**config.mk**
```make
export PLATFORM = sky130hd
export DESIGN_NAME = mem_stage_lsu
export DESIGN_NICKNAME = d
export VERILOG_FILES = /design/src/rtl/mem_stage_lsu.sv
export SDC_FILE = /design/constraint.sdc
export NUM_CORES = 1
export LEC_CHECK = 0
export BUFFER_PORTS_ARGS = -buffer_cell sky130_fd_sc_hd__buf_4
export CELL_PAD_IN_SITES_DETAIL_PLACEMENT = 1
export CELL_PAD_IN_SITES_GLOBAL_PLACEMENT = 2
export CORE_MARGIN = 5
export CORE_UTILIZATION = 28
export CTS_CLUSTER_DIAMETER = 40
export DETAILED_ROUTE_END_ITERATION = 6
export GPL_TIMING_DRIVEN = 0
export PLACE_DENSITY = 0.89
export SLEW_MARGIN = 20
export SYNTH_ARGS = -nofsm -noshare
export SYNTH_HDL_FRONTEND = slang
export SYNTH_SLANG_ARGS = --single-unit
```
**constraint.sdc**
```tcl
create_clock -name clk -period 3 [get_ports clk]
set_input_delay 0.15 -clock clk [delete_from_list [all_inputs] [get_ports clk]]
set_output_delay 0.15 -clock clk [all_outputs]
set_load 0.02 [all_outputs]
```
**src/rtl/mem_stage_lsu.sv**
```systemverilog
// Memory-stage load/store unit: EX/MEM entry -> one data-cache access -> MEM/WB result.
// Optional MISALIGN_CHECK_EN faults misaligned accesses instead of issuing them.
module mem_stage_lsu #(
   parameter int XLEN = 64,
   parameter int RD_W = 5
) (
   input  logic              clk,
   input  logic              reset,
   input  logic              in_valid,
   output logic              in_ready,
   input  logic [XLEN-1:0]   in_addr,
   input  logic [XLEN-1:0]   in_wdata,
   input  logic [1:0]        in_size,
   input  logic              in_unsigned,
   input  logic              in_is_load,
   input  logic              in_is_store,
   input  logic [RD_W-1:0]   in_rd,
   output logic              out_valid,
   input  logic              out_ready,
   output logic [XLEN-1:0]   out_data,
   output logic [RD_W-1:0]   out_rd,
   output logic              out_fault,
   output logic              dc_req_valid,
   input  logic              dc_req_ready,
   output logic [XLEN-1:0]   dc_req_addr,
   output logic              dc_req_write,
   output logic [XLEN-1:0]   dc_req_wdata,
   output logic [XLEN/8-1:0] dc_req_wstrb,
   input  logic              dc_resp_valid,
   input  logic [XLEN-1:0]   dc_resp_data,
   input  logic              snoop_stall
);
   localparam int NB    = XLEN / 8;
   localparam int OFF_W = $clog2(NB);

   typedef enum logic [1:0] {IDLE, REQ, WAIT, HOLD} state_t;

   state_t state, state_nx, entry_state;

   logic [XLEN-1:0]  l_addr, l_wdata;
   logic [1:0]       l_size;
   logic             l_unsigned, l_load, l_write;
   logic [XLEN-1:0]  data_q;
   logic [RD_W-1:0]  rd_q;
   logic             fault_q;

   logic             in_mem, in_fault, accept;
   logic [1:0]       in_size_eff;

   logic [OFF_W-1:0] off;
   logic [OFF_W+2:0] lane_shift;
   logic [3:0]       nbytes;
   logic [NB-1:0]    strb_base;
   logic [6:0]       nbits;
   logic [XLEN-1:0]  rsh, low_mask, sign_pos, load_ext;
   logic             sign_bit;

   // A 32-bit core has no doubleword access; fold size 3 onto word.
   function automatic logic [1:0] clamp_size(input logic [1:0] s);
      return (XLEN == 32 && s == 2'd3) ? 2'd2 : s;
   endfunction

   assign in_size_eff = clamp_size(in_size);
   assign in_mem      = in_is_load || in_is_store;

`ifdef MISALIGN_CHECK_EN
   logic [3:0] size_mask;
   assign size_mask = (4'd1 << in_size_eff) - 4'd1;
   assign in_fault  = in_mem && ((in_addr[OFF_W-1:0] & size_mask[OFF_W-1:0]) != '0);
`else
   assign in_fault  = 1'b0;
`endif

   // Faulting memory ops bypass the cache and retire like pass-through ops.
   assign entry_state = (in_mem && !in_fault) ? REQ : HOLD;
   assign accept      = in_valid && in_ready;

   always_comb begin
      state_nx     = state;
      in_ready     = 1'b0;
      dc_req_valid = 1'b0;
      case (state)
         IDLE: begin
            in_ready = 1'b1;
            if (in_valid) state_nx = entry_state;
         end
         REQ: begin
            dc_req_valid = !snoop_stall;
            if (!snoop_stall && dc_req_ready) state_nx = WAIT;
         end
         WAIT: begin
            if (dc_resp_valid) state_nx = HOLD;
         end
         HOLD: begin
            in_ready = out_ready;
            if (out_ready) state_nx = in_valid ? entry_state : IDLE;
         end
         default: state_nx = IDLE;
      endcase
   end

   // Request side: everything comes from latched fields so it holds while stalled.
   assign off          = l_addr[OFF_W-1:0];
   assign lane_shift   = {off, 3'b000};
   assign dc_req_addr  = {l_addr[XLEN-1:OFF_W], {OFF_W{1'b0}}};
   assign dc_req_write = l_write;
   assign dc_req_wdata = l_wdata << lane_shift;
   assign nbytes       = 4'd1 << l_size;
   // Shifting past NB wraps to zero, so the subtract yields all-ones for full width.
   assign strb_base    = (NB'(1) << nbytes) - NB'(1);
   assign dc_req_wstrb = strb_base << off;

   // Load extension via masks, so no zero-width replication at full width.
   assign nbits    = 7'd8 << l_size;
   assign rsh      = dc_resp_data >> lane_shift;
   assign low_mask = (XLEN'(1) << nbits) - XLEN'(1);
   assign sign_pos = XLEN'(1) << (nbits - 7'd1);
   assign sign_bit = !l_unsigned && ((rsh & sign_pos) != '0);
   assign load_ext = (rsh & low_mask) | (sign_bit ? ~low_mask : '0);

   always_ff @(posedge clk) begin
      if (reset) begin
         state      <= IDLE;
         l_addr     <= '0;
         l_wdata    <= '0;
         l_size     <= '0;
         l_unsigned <= 1'b0;
         l_load     <= 1'b0;
         l_write    <= 1'b0;
         data_q     <= '0;
         rd_q       <= '0;
         fault_q    <= 1'b0;
      end else begin
         state <= state_nx;
         if (accept) begin
            l_addr     <= in_addr;
            l_wdata    <= in_wdata;
            l_size     <= in_size_eff;
            l_unsigned <= in_unsigned;
            l_load     <= in_is_load;
            l_write    <= in_is_store && !in_is_load;
            data_q     <= in_mem ? '0 : in_addr;
            rd_q       <= in_rd;
            fault_q    <= in_fault;
         end else if (state == WAIT && dc_resp_valid) begin
            data_q <= l_load ? load_ext : '0;
         end
      end
   end

   assign out_valid = (state == HOLD);
   assign out_data  = data_q;
   assign out_rd    = rd_q;
   assign out_fault = fault_q;

endmodule

```
==> out/results.txt <==
outcome - completed
drt via density - 5.22
Worst-Margin Slew - 1060 ps
total gr overflow - 0
Routability Congestion - 0.959
Syn-to-layout area delta - 54.3%
first-pass GRT wire length - 105 mm
Nets - 2475
cts bufs inserted - 41
# setup viols final - 0
RSZ-0062 raised after global routing - false
share of cells above drive strength 1 - 29.6%
Vias - 15100
Synth top area share - 32.6%
final wirelength - 71.0 mm
die area - 49100 um2
hold crit path type - input port to flop
total global-route track usage - 27.5%
Crit Path Category - flop to primary output
Final TNS setup - 0 ps
Slew Viols, Final - 0
Syn Area/Cell - 7.53 um2
synthesized flop and latch total - 204
final worst path period need - 2940 ps
fmax - 0.340 GHz
initial antenna violation count - 2
P_leak - 7.93 nW
Crit path arrival time - 2790 ps
startpoint types - flop
Synth cell types - 53
ys async rst share - 0%
routed len/inst - 24.6 um
Setup Skew - 21.2 ps
prevailing post-synth register cell - dfxtp_1
Util after Layout - 43.7%
largest net degree at the start of global routing - 15
PwrDens - 1020 nW/um2
Final period util - 98.1%
Final ANT Viol Nets - 0
Clock Latency Late Sink - 570 ps
hpwl dp - 54.4 mm
CTS tree - done
First-pass DRT Iterations - 4
CP Max Fanout - 10
fillcell total - 5370
Req. time, crit path - 2850 ps
Starting DRT DRC Count - 919
clock tree buffer depth - 3
IO Pins - 419
post-synthesis sequential area ratio - 32.6%
Initial Utilization - 28.3%
Setup WS pre-CTS - -204 ps
clk slew on worst S/H paths - 50 ps
die height - 222 um
port bufs - 413
Root Driver - clkbuf_16
Core ar. - 44200 um2
Die W - 222 um
vias in the first global route - 16300
worst vdd ir - 0.567 mV
Crit. End Element - primary output
FP Rows - 77
Post-synth EDFFs - 0
final hold violations - 0
worst hold slack - 74.5 ps
Max Cap Violations - 0
CTS sink count - 204
Final WS setup - 55.9 ps
area leader, netlist - dfxtp_1
top cells by area, synth - dfxtp_1 (33%), nand2_1 (11%), mux2i_1 (10%)
Post-Syn Instances - 1664
Cell Area, Synth - 12500 um2
Worst slew margin - 29.1%
htree depth - 2
post-route DRC violation count - 0
Synth Warn # - 0
[per-layer routing]
metal	up-vias	track usage (%)	part of all wire [%]
met1	7462	33.4	41
met4	2	9.19	3.6
met2	543	48.7	49
met5	-	0	0.011
met3	129	5.59	5.7
li1	6927	-	-
[worst max-delay path, stage by stage, from the launching register on]
cell and delay, ps:
dfxtp_2 370, buf_4 190, nor2b_2 420, clkbuf_1 530, a21oi_1 200, o22ai_1 320
buf_4 210
[repair_timing]
action	in CTS	in global routing
gates resized for setup	31	25
pin swaps	2	1
endpoints found under the hold margin	200	0
setup buffers	3	0
setup endpoints to repair	78	163
hold buffers	139	0
[metrics by stage]
| step | instance area [um2] | std cells | power, W |
|---|---|---|---|
| CTS | 19300 | 2887 | 0.0196 |
| global placement | 16400 | 2672 | 0.0144 |
| global route | 19300 | 2886 | 0.0207 |
| detailed placement | 16400 | 2672 | 0.0146 |
| finish | 19300 | 2886 | 0.0197 |
| floorplan | 12500 | 1667 | 0.0102 |
[logic make-up after synthesis]
logic type      Yosys count  synth area share, %
compound gates          474                 22.9
simple gates            563                 18.9
buf+inv                 250                 10.4
other cells               1               0.0299
fa+ha+maj                 4                0.399
flops                   204                 32.6
mux                     168                 14.8
[cells in the mapped netlist, drive strengths merged (2+ instances only)]
master / instances
nand2: 358
dfxtp: 204
a21oi: 201
mux2i: 127
buf: 126
nor2: 107
o21ai: 102
clkbuf: 84
a21o: 41
inv: 40
a211oi: 35
mux2: 31
nand4: 31
o22ai: 24
a311oi: 17
nor3: 15
nor2b: 12
mux4: 10
a22oi: 9
and2: 9
and3: 9
nand3b: 9
o21a: 8
a32o: 7
a32oi: 7
o211ai: 7
a211o: 6
or2: 5
ha: 4
nand2b: 4
a21boi: 2
o31ai: 2
[cells in the final DEF (no fill, tap or decap), drive strengths merged, types with 2 or more instances in the layout]
master       synthesis  final
a211o                6      6
a211oi              35     35
a21boi               2      2
a21o                41     41
a21oi              201    201
a22oi                9      9
a311oi              17     17
a32o                 7      7
a32oi                7      7
and2                 9      9
and3                 9      9
buf                126    535
bufinv               0      5
clkbuf              84    144
clkinv               0      8
clkinvlp             0      4
conb                 1      4
dfxtp              204    204
dlygate4sd3          0    139
ha                   4      4
inv                 40     41
mux2                31     31
mux2i              127    127
mux4                10     10
nand2              358    358
nand2b               4      4
nand3b               9      9
nand4               31     31
nor2               107    107
nor2b               12     12
nor3                15     15
o211ai               7      7
o21a                 8      8
o21ai              102    102
o22ai               24     24
o31ai                2      2
or2                  5      5
[final cells by class]
class | instances | area (um2) | share of cell area [%]
diodes | 1 | 2.50 | 0.0129
plain buffers | 207 | 1200 | 6.22
clock buffers | 56 | 1150 | 5.96
clock inverters | 18 | 280 | 1.45
inverters | 40 | 153 | 0.789
multi-input cells | 1213 | 7210 | 37.3
flip-flops and latches | 204 | 4090 | 21.1
well taps | 592 | 741 | 3.83
repair buffers | 555 | 4510 | 23.3
[flip-flops by register name (all words and copies together) (netlist names)]
| signal | flops |
|---|---|
| out_data | 64 |
| l_unsigned | 1 |
| l_wdata | 64 |
| l_addr | 64 |
| out_rd | 5 |
| dc_req_write | 1 |
| l_size | 2 |
| l_load | 1 |
| state | 2 |
[power breakdown]
part	total, W	switching, W	leakage (nW)	internal, W
clock	0.00479	0.00165	0.688	0.00313
sequential	0.00438	0.000797	1.67	0.00358
combinational	0.0105	0.00655	5.57	0.00399
total	0.0197	0.00900	7.93	0.0107
[path summary, 6_finish.rpt]
| path | cells after the start | to | startpoint | slack (ps) |
|---|---|---|---|---|
| worst max register to register | 7 | out_data[13]$_SDFFE_PP0P_ | state[0]$_SDFFE_PP0P_ | 220 |
| worst min register to register | 2 | l_addr[7]$_SDFFE_PP0P_ | l_addr[7]$_SDFFE_PP0P_ | 450 |
| worst min-delay path | 4 | out_data[56]$_SDFFE_PP0P_ | dc_resp_data[56] | 70 |
| worst max-delay path | 6 | dc_req_wdata[36] | l_addr[0]$_SDFFE_PP0P_ | 60 |
Note: power is estimated with default switching activity, not from simulation.
